--- src/rtl/lsu.sv ---
// Memory-access stage: single-outstanding data-memory port, load align/extend, store lane/mask build, MEM/WB register.
// Optional misaligned-access trap enabled by defining LSU_MISALIGN_TRAP_EN.
module lsu #(
    parameter int XLEN      = 64,
    parameter int BUS_BYTES = 8
) (
    input  logic                 clk,
    input  logic                 rstn,
    input  logic                 exu_valid,
    input  logic                 exu_load_en,
    input  logic                 exu_store_en,
    input  logic [2:0]           exu_funct3,
    input  logic [XLEN-1:0]      exu_alu_result,
    input  logic [XLEN-1:0]      exu_data_rs2,
    input  logic [XLEN-1:0]      exu_snxt_pc,
    input  logic                 exu_wb_alu_en,
    input  logic                 exu_wb_spc_en,
    input  logic                 exu_wb_en,
    input  logic                 exu_ebreak_en,
    input  logic [4:0]           exu_index_rd,
    input  logic [XLEN-1:0]      exu_pc,
    input  logic [31:0]          exu_instr,
    output logic                 mem_req_valid,
    input  logic                 mem_req_ready,
    output logic                 mem_req_we,
    output logic [XLEN-1:0]      mem_req_addr,
    output logic [XLEN-1:0]      mem_req_wdata,
    output logic [BUS_BYTES-1:0] mem_req_wmask,
    input  logic                 mem_resp_valid,
    input  logic [XLEN-1:0]      mem_resp_rdata,
    output logic                 lsu_stall,
    output logic                 lsu_wb_en,
    output logic [XLEN-1:0]      lsu_wb_data,
    output logic [4:0]           lsu_index_rd,
    output logic [XLEN-1:0]      lsu_pc,
    output logic [31:0]          lsu_instr,
    output logic                 lsu_valid,
    output logic                 lsu_ebreak_en,
    output logic                 lsu_misalign
);

    typedef enum logic [1:0] {S_IDLE, S_REQ, S_WAIT} state_t;

    state_t          state_q, state_d;
    logic [2:0]      off;
    logic [7:0]      size_mask;
    logic [2:0]      align_mask;
    logic            misalign;
    logic            mem_op;
    logic            req_valid;
    logic            stall;
    logic [XLEN-1:0] sh;
    logic [XLEN-1:0] load_val;
    logic [XLEN-1:0] wb_data_d;
    logic            unused_wb_alu;

    // writeback select falls through to alu_result, so the ALU select flag carries no extra information
    assign unused_wb_alu = exu_wb_alu_en;

    assign off = exu_alu_result[2:0];

    always_comb begin
        size_mask  = 8'h01;
        align_mask = 3'b000;
        case (exu_funct3[1:0])
            2'd0: begin size_mask = 8'h01; align_mask = 3'b000; end
            2'd1: begin size_mask = 8'h03; align_mask = 3'b001; end
            2'd2: begin size_mask = 8'h0F; align_mask = 3'b011; end
            default: begin size_mask = 8'hFF; align_mask = 3'b111; end
        endcase
    end

`ifdef LSU_MISALIGN_TRAP_EN
    assign misalign = exu_valid & (exu_load_en | exu_store_en) & (|(off & align_mask));
`else
    logic unused_align;
    assign unused_align = |align_mask;
    assign misalign     = 1'b0;
`endif

    assign mem_op = exu_valid & (exu_load_en | exu_store_en) & ~misalign;

    always_ff @(posedge clk) begin
        if (!rstn)
            state_q <= S_IDLE;
        else
            state_q <= state_d;
    end

    always_comb begin
        state_d   = state_q;
        req_valid = 1'b0;
        stall     = 1'b0;
        case (state_q)
            S_IDLE: begin
                if (mem_op) begin
                    req_valid = 1'b1;
                    stall     = 1'b1;
                    state_d   = mem_req_ready ? S_WAIT : S_REQ;
                end
            end
            S_REQ: begin
                req_valid = 1'b1;
                stall     = 1'b1;
                if (mem_req_ready)
                    state_d = S_WAIT;
            end
            S_WAIT: begin
                stall = ~mem_resp_valid;
                if (mem_resp_valid)
                    state_d = S_IDLE;
            end
            default: state_d = S_IDLE;
        endcase
    end

    // request fields are forced low while in reset so nothing leaks onto the bus
    assign mem_req_valid = rstn & req_valid;
    assign mem_req_we    = rstn & exu_store_en;
    assign mem_req_addr  = rstn ? {exu_alu_result[XLEN-1:3], 3'b000} : '0;
    assign mem_req_wdata = rstn ? (exu_data_rs2 << {off, 3'b000}) : '0;
    assign mem_req_wmask = rstn ? (size_mask << off) : '0;
    assign lsu_stall     = rstn & stall;

    assign sh = mem_resp_rdata >> {off, 3'b000};

    always_comb begin
        load_val = '0;
        case (exu_funct3)
            3'b000:  load_val = {{56{sh[7]}},  sh[7:0]};
            3'b001:  load_val = {{48{sh[15]}}, sh[15:0]};
            3'b010:  load_val = {{32{sh[31]}}, sh[31:0]};
            3'b011:  load_val = sh;
            3'b100:  load_val = {56'd0, sh[7:0]};
            3'b101:  load_val = {48'd0, sh[15:0]};
            3'b110:  load_val = {32'd0, sh[31:0]};
            default: load_val = '0;
        endcase
    end

    assign wb_data_d = exu_load_en   ? load_val    :
                       exu_wb_spc_en ? exu_snxt_pc : exu_alu_result;

    always_ff @(posedge clk) begin
        if (!rstn || stall) begin
            lsu_wb_en     <= 1'b0;
            lsu_wb_data   <= '0;
            lsu_index_rd  <= '0;
            lsu_pc        <= '0;
            lsu_instr     <= '0;
            lsu_valid     <= 1'b0;
            lsu_ebreak_en <= 1'b0;
            lsu_misalign  <= 1'b0;
        end else begin
            lsu_wb_en     <= exu_wb_en & exu_valid & ~misalign;
            lsu_wb_data   <= wb_data_d;
            lsu_index_rd  <= exu_index_rd;
            lsu_pc        <= exu_pc;
            lsu_instr     <= exu_instr;
            lsu_valid     <= exu_valid;
            lsu_ebreak_en <= exu_ebreak_en;
            lsu_misalign  <= misalign;
        end
    end

endmodule

--- config.mk ---
export PLATFORM = sky130hd
export DESIGN_NAME = lsu
export DESIGN_NICKNAME = d
export VERILOG_FILES = /design/src/rtl/lsu.sv
export SDC_FILE = /design/constraint.sdc
export NUM_CORES = 1
export LEC_CHECK = 0
export ABC_CLOCK_PERIOD_IN_PS = 3550
export CORE_AREA = 8 8 257 259
export CTS_CLUSTER_SIZE = 24
export DETAILED_ROUTE_END_ITERATION = 16
export DIE_AREA = 0 0 265 267
export RECOVER_POWER = 25
export SETUP_SLACK_MARGIN = 0.4
export SYNTH_ARGS = -nofsm -noshare
export SYNTH_HDL_FRONTEND = slang
export SYNTH_SLANG_ARGS = --single-unit
--- constraint.sdc ---
create_clock -name clk -period 3.55 [get_ports clk]
set_input_delay 0.355 -clock clk [delete_from_list [all_inputs] [get_ports clk]]
set_output_delay 0.355 -clock clk [all_outputs]
set_load 0.1 [all_outputs]
Word level (Yosys, flattened, before mapping)
Index checks and enable logic that the tools add are counted.
- multiplexer cells: 15
- reductions and logical operators: 6
- equal/unequal tests: 13
- shift-type cells: 3
- bitwise operators: 7
- operator list (cell ; count):
    $pmux W64 S7 ; 1
    $mux W64 ; 4
    $shl A64 B6 Y64 ; 1
    $shr A64 B6 Y64 ; 1
    $pmux W8 S3 ; 1
    $eq A3 B3 Y1 const B ; 3
    $mux W2 ; 4
    $mux W8 ; 1
    $shl A8 B3 Y8 ; 1
    $eq A3 B2 Y1 const B ; 2
    $ne A2 B2 Y1 const B ; 3
    $pmux W2 S3 ; 1
    $and A1 B1 Y1 ; 5
    $eq A2 B1 Y1 const B ; 2
    $eq A2 B2 Y1 const B ; 2
    $logic_not A2 Y1 ; 2
    $eq A3 B1 Y1 const B ; 1
    $logic_not A3 Y1 ; 1
    $pmux W1 S3 ; 1
    $reduce_and A3 Y1 ; 1
    $pmux W1 S2 ; 1
    $logic_not A1 Y1 ; 1
    $logic_or A1 B1 Y1 ; 1
    $mux W1 ; 1
    2 further kinds ; 2
- word-level logic and storage cells: 52
- bits of input ports: 371
- output and inout port bits: 308
- flip-flop bits (word level): 170

Depth between registers and ports, before layout
Gate-level depths: netlist (run 1).
- depth after elaboration: 5
- depth in mapped cells: 8
- gate-level depth less buffers: 5

Worst setup path before layout (run 1)
No wires, ideal clock.
- kind: in2out
- from: input port exu_alu_result[2]
- to: output port mem_req_wmask[2]
- setup slack: -356 ps
- buffers on the path: 2
- arrival time: 3551 ps
- stages: 5
- data required time: 3195 ps
- cell sequence: buf_4 -> inv_2 -> buf_1 -> nand2_1 -> a211oi_1
- cells in the longest elaborated chain, start to end: 2
- RTL lines (what ; line ; RTL):
    start, declared ; 13 ; input logic [XLEN-1:0] exu_alu_result,
    $shl A8 B3 Y8 ; 122 ; assign mem_req_wmask = rstn ? (size_mask << off) : '0;
    $mux W8 ; 122 ;
    end, declared ; 28 ; output logic [BUS_BYTES-1:0] mem_req_wmask,
No other way between the ends.

Final worst setup path (run 1)
- from: input port rstn
- to: output port mem_req_wdata[1]
- cells in the longest elaborated chain, start to end: 1
- RTL lines (what ; line ; RTL):
    start, declared ; 8 ; input logic rstn,
    $mux W64 ; 121 ; assign mem_req_wdata = rstn ? (exu_data_rs2 << {off, 3'b000}) : '0;
    end, declared ; 27 ; output logic [XLEN-1:0] mem_req_wdata,
No other way between the ends.

==> metrics.cfg, run 1 <==
[clock_tree]
post_cts_resized = 0
hold_buffers = 0
cts.sinks = 170
h-tree-depth = 4
clk_pin_slew_ps = 80
clk_latency_ps = 480
clockBufferDepth = 2
numCtsBuffers = 17
cts_tree = built
root_buffer = clkbuf_16
post_cts_buffers = 0

[setup_path]
rrSetupSlack_ps = 780
reg2reg_depth = 5
worstSetupPathType = input pin to primary output
crit_cells = 5
regToRegStartpoint = state_q[0]
crit_slowest_cell = clkbuf_1
worstPathArrival_ps = 2650
timing.rr.end = lsu_wb_data[12]
startpoint = rstn
crit_path_start_kind = input pin
critical-path-top-delay-family = buffers and inverters
critical_path.max_stage_delay_ps = 1070
crit_path_end = mem_req_wdata[1]
critPathBufInv = 3
crit_chain = buf_4 > nor2b_1 > clkbuf_1 > and3_1 > clkbuf_2
cp-end-kind = primary output
required_ps = 3190
critPathMaxFanout = 31

[synth]
synthArstFlopShare_pct = 0
synth-main-ff-cell = dfxtp_1
yosysMostFrequentCell = and2_1
synthCells = 1165
ys_warn_count = 0
yosysTopAreaCell = dfxtp_1
yosysSeqAreaShare_pct = 31.8
syn_area_per_cell_um2 = 9.18
ys_seq_elements = 170
yosys-top-cells-area = dfxtp_1, mux2i_1, and2_1
synth_top_area_share_pct = 31.8
yosys.cell_types.count = 58
synth_common_cells = and2_1, dfxtp_1, mux2i_1, nor2_1, o21ai_0
synth-edff-count = 0
netlist_area_um2 = 10700

[pwr]
power.switching_mw = 3.45
vdd_drop_max_uv = 229
power.density_nw_per_um2 = 397
pwr-share-seq_pct = 27.2
p_leak_nw = 7.28
p_sw_share_pct = 45.7
comb_power_share_pct = 46.0
internal_power_mw = 4.11
pwr-share-clk_pct = 26.7

[placed_design]
placed_area_um2 = 18600
dpl.cell_count = 2568
portBuffers = 673
dp_hpwl_mm = 59.9
place_congestion = 0.858

[layout]
final_area_um2 = 19000
drive_above_1_share_pct = 16.3
area_growth_pct = 77.9
fin_nets = 2159
instances_no_fill = 2610
post-route-util_pct = 30.6

[timing]
finalCriticalPeriod_ps = 3000
relSlewSlack_pct = 2.92
finalSetupViolCount = 0
fmax_ghz = 0.333
hold_violations = 0
rsz0062_at_grt = false
clock_skew_ps = 20.2
slew_viol_final = 0
fin_setup_tns_ps = 0
worstMarginPinSlew_ps = 1460
timing.final.crit_share_pct = 84.6

[grt]
grt_pass1_wl_mm = 97.6
grt_max_degree = 138
grtUsageTotal_pct = 19.4
antenna_found_initial = 36
grt-ovfl-total = 0
first_global_vias = 12500

[floorplanning]
initial_core_util_pct = 17.2
coreArea_um2 = 62200
rows = 92
boundaryPins = 679
die_h_um = 267
die_w_um = 265
fp.dieArea_um2 = 70800

[route]
post-route-drc-count = 0
vias = 11600
ant_nets = 0
dr.pass1.iters = 5
viasPerCell = 4.46
wl_mm = 71.5
wl_per_cell_um = 27.4
drtIter0Drc = 555

[status]
status = finished clean

[hold_path]
min_path_cells = 2
hp-class = input pin to flop

[flow_run]
drv_cap = 0

-- power groups by stage --
stage	sequential, mW	clock (mW)	combinational (mW)
finish	2.06	2.02	3.48
global route	2.07	2.17	3.62
CTS	2.06	2.11	3.56
detailed placement	2.10	0	3.55
global placement	2.10	0	3.54
floorplan	2.94	0	1.39
-- per-stage QoR --
step / hold slack [ps] / setup slack (ps) / power, mW
3_5_place_dp: 634 / 423 / 5.65
6_report: 427 / 546 / 7.56
2_1_floorplan: 427 / 496 / 4.33
5_1_grt: 404 / 373 / 7.86
4_1_cts: 378 / 413 / 7.73
3_3_place_gp: 588 / 467 / 5.64
-- cells in the final DEF, fill, tap and decap left out, types with 57 or more instances in the layout --
cell type / count
mux2i_1: 153
clkdlybuf4s50_1: 524
buf_12: 64
a21oi_1: 67
clkbuf_1: 57
buf_4: 57
nor2_1: 87
and2_1: 189
dfxtp_1: 170
o21ai_0: 72
-- layout make-up --
cell class,count,area (um2)
fill,6527,43100
timing repair buffer,709,7210
multi-input combinational,887,6740
sequential,170,3400
tap,799,1000
clock buffer,17,425
clock inverter,15,201
antenna,10,25.0
inverter,3,11.3
-- per-layer routing --
layer / share of wire [%] / vias to the layer above / global-route usage [%]
li1: - / 5362 / -
met1: 36 / 5569 / 19.8
met2: 51 / 552 / 35.7
met3: 9.3 / 105 / 8.22
met4: 2.7 / 40 / 5.89
met5: 0.36 / - / 0
-- worst min-delay path by stage --
stage / from / slack, ps / to
finish: exu_instr[21] / 430 / lsu_instr[21]
global route: exu_pc[29] / 400 / lsu_pc[29]
floorplan: mem_req_ready / 430 / state_q[0]
detailed placement: state_q[0] / 630 / state_q[1]
CTS: exu_instr[21] / 380 / lsu_instr[21]
global placement: state_q[0] / 590 / state_q[1]
-- cells by family after synthesis --
group	Yosys count	share of synthesized area, %
and+or+nand+nor	400	20.8
AOI/OAI and AO/OA	256	15.4
muxes	226	26.2
DFF	170	31.8
buffers and inverters	111	5.55
xor gates and xnor gates	1	0.0820
other	1	0.0351
-- state kept, by name, indices dropped and copies added, names as in the netlist --
register and flops:
lsu_index_rd 5, lsu_pc 64, lsu_wb_en 1, lsu_instr 32, lsu_ebreak_en 1, lsu_valid 1, state_q 2, lsu_wb_data 64
(Power assumes the default switching activity.)
==> run 2: changes to the inputs <==
Settings changed: ABC_CLOCK_PERIOD_IN_PS 3550 to 3100, CORE_AREA 8 8 257 259 to 8 8 256 258, DIE_AREA 0 0 265 267 to 0 0 264 266.
Clock period 3.55 ns to 3.1 ns, I/O delays scaled along.
==> run 2 against run 1 <==
Global-route usage is 0.064 points lower. Sequential share of layout area about the same. Clock power rose by 13%. Sequential power is 15% higher. Combinational power is 15% higher. Clock-buffer cell count stayed put. Core utilization grew 0.49 points. Via count increased by 1.6%. Sequential cell count is the same. Final cell count is 0.11% higher. Wire length fell by 0.87%. Highest routed layer unchanged.
==> metrics.cfg, run 2 (synthesized netlist as in run 1, its figures left out) <==
[timing]
worstMarginPinSlew_ps = 1390
slew_viol_final = 0
rsz0062_at_grt = false
finalCriticalPeriod_ps = 2620
timing.final.crit_share_pct = 84.6
clock_skew_ps = 21.1
finalSetupViolCount = 0
relSlewSlack_pct = 7.74
fin_setup_tns_ps = 0
hold_violations = 0
fmax_ghz = 0.381
finalHoldWorstSlack_ps = 385
setup_slack_ps = 477

[floorplanning]
die_h_um = 266
die_w_um = 264
boundaryPins = 679
coreArea_um2 = 61300
initial_core_util_pct = 17.4
rows = 91
fp.dieArea_um2 = 70200

[hold_path]
hold_path_startpoint = exu_pc[62]
hp-class = input pin to flop

[pwr]
pwr-share-clk_pct = 26.4
internal_power_mw = 4.69
pwr-share-seq_pct = 27.3
comb_power_share_pct = 46.3
totalPowerFinal_mw = 8.64
power.switching_mw = 3.96
power.density_nw_per_um2 = 454
p_sw_share_pct = 45.8
vdd_drop_max_uv = 221
p_leak_nw = 7.37

[route]
drtIter0Drc = 743
ant_nets = 0
viasPerCell = 4.52
vias = 11800
wl_mm = 70.9
wl_per_cell_um = 27.1
post-route-drc-count = 0
dr.pass1.iters = 7

[layout]
instances_no_fill = 2613
fillers = 6414
layout_common_cells = clkdlybuf4s50_1, and2_1, dfxtp_1, mux2i_1, clkbuf_1
reg_top3 = lsu_pc x64, lsu_wb_data x64, lsu_instr x32
final_area_um2 = 19000
post-route-util_pct = 31.1
drive_above_1_share_pct = 20.4
final_common_cell = clkdlybuf4s50_1
area_growth_pct = 78.2
fin_nets = 2176

[grt]
first_global_vias = 12600
grtUsageTotal_pct = 19.3
grt_pass1_wl_mm = 98.0
antenna_found_initial = 24
grt-ovfl-total = 0
grt_max_degree = 137

[clock_tree]
clk_pin_slew_ps = 80
clk_latency_ps = 490
root_buffer = clkbuf_16
post_cts_resized = 0
numCtsBuffers = 17
cts.sinks = 170
hold_buffers = 0
h-tree-depth = 4
cts_tree = built
post_cts_buffers = 0
clockBufferDepth = 2

[placed_design]
dpl.cell_count = 2576
dp_slack_ps = 55.3
place_congestion = 0.887
dp_hpwl_mm = 59.1
placed_area_um2 = 18800
portBuffers = 673

[setup_path]
crit_path_start_kind = input pin
crit_slowest_cell = nor2_2
worstSetupPathType = input pin to flop
critPathMaxFanout = 15
required_ps = 3410
cp-end-kind = flop
regToRegStartpoint = state_q[0]
startpoint = mem_resp_rdata[31]
crit_chain = dlygate4sd3_1 > mux2i_1 > a22o_1 > nor3_4 > nor2_2 > o221ai_1
rrSetupSlack_ps = 510
worstPathArrival_ps = 2930
critical_path.max_stage_delay_ps = 860

[flow_run]
drv_cap = 0

[status]
status = finished clean

run 2: changes by cell type in the layout (fill, tap and decap cells not counted), moves of 12 or more:
cell | previous run | this run
clkdlybuf4s50_1 | 524 | 457
clkbuf_1 | 57 | 97
nor2b_1 | 34 | 9
nor2b_2 | 2 | 27
buf_4 | 57 | 74
buf_12 | 64 | 79
clkbuf_2 | 4 | 16
run 2: area by class of cell:
| class | instances | area, um2 | area share [%] |
|---|---|---|---|
| Antenna cell | 5 | 12.5 | 0.0657 |
| Clock buffer | 17 | 425 | 2.23 |
| Clock inverter | 15 | 188 | 0.985 |
| Inverter | 3 | 11.3 | 0.0591 |
| Multi-Input combinational cell | 887 | 6830 | 35.9 |
| Sequential cell | 170 | 3400 | 17.9 |
| Tap cell | 790 | 988 | 5.19 |
| Timing Repair Buffer | 726 | 7180 | 37.7 |
run 2: power groups by stage:
stage / Combinational, mW / Sequential (mW) / Clock, mW
global placement: 4.10 / 2.41 / 0
CTS: 4.13 / 2.37 / 2.39
global route: 4.16 / 2.37 / 2.46
finish: 4.00 / 2.36 / 2.28
detailed placement: 4.11 / 2.42 / 0
floorplan: 1.61 / 3.37 / 0
run 2: critical path, delay by kind of cell:
family	cells	cell delay (ps)
AO/OA/AOI/OAI	2	570
buffers and inverters	1	570
multiplexers	1	510
AND/OR/NAND/NOR	2	940
run 2: final timing paths:
path | cells after the start | end
hold / removal | 2 | lsu_pc[62]
hold reg to reg | 2 | state_q[1]
setup reg to reg | 5 | lsu_wb_data[30]
setup / recovery | 6 | lsu_wb_data[30]
run 2: layer usage:
metal  GRT usage, %  share of wire (%)
met5              0               0.24
met4           3.39                1.1
met3           7.62                8.8
met2           36.5                 53
met1           20.3                 37
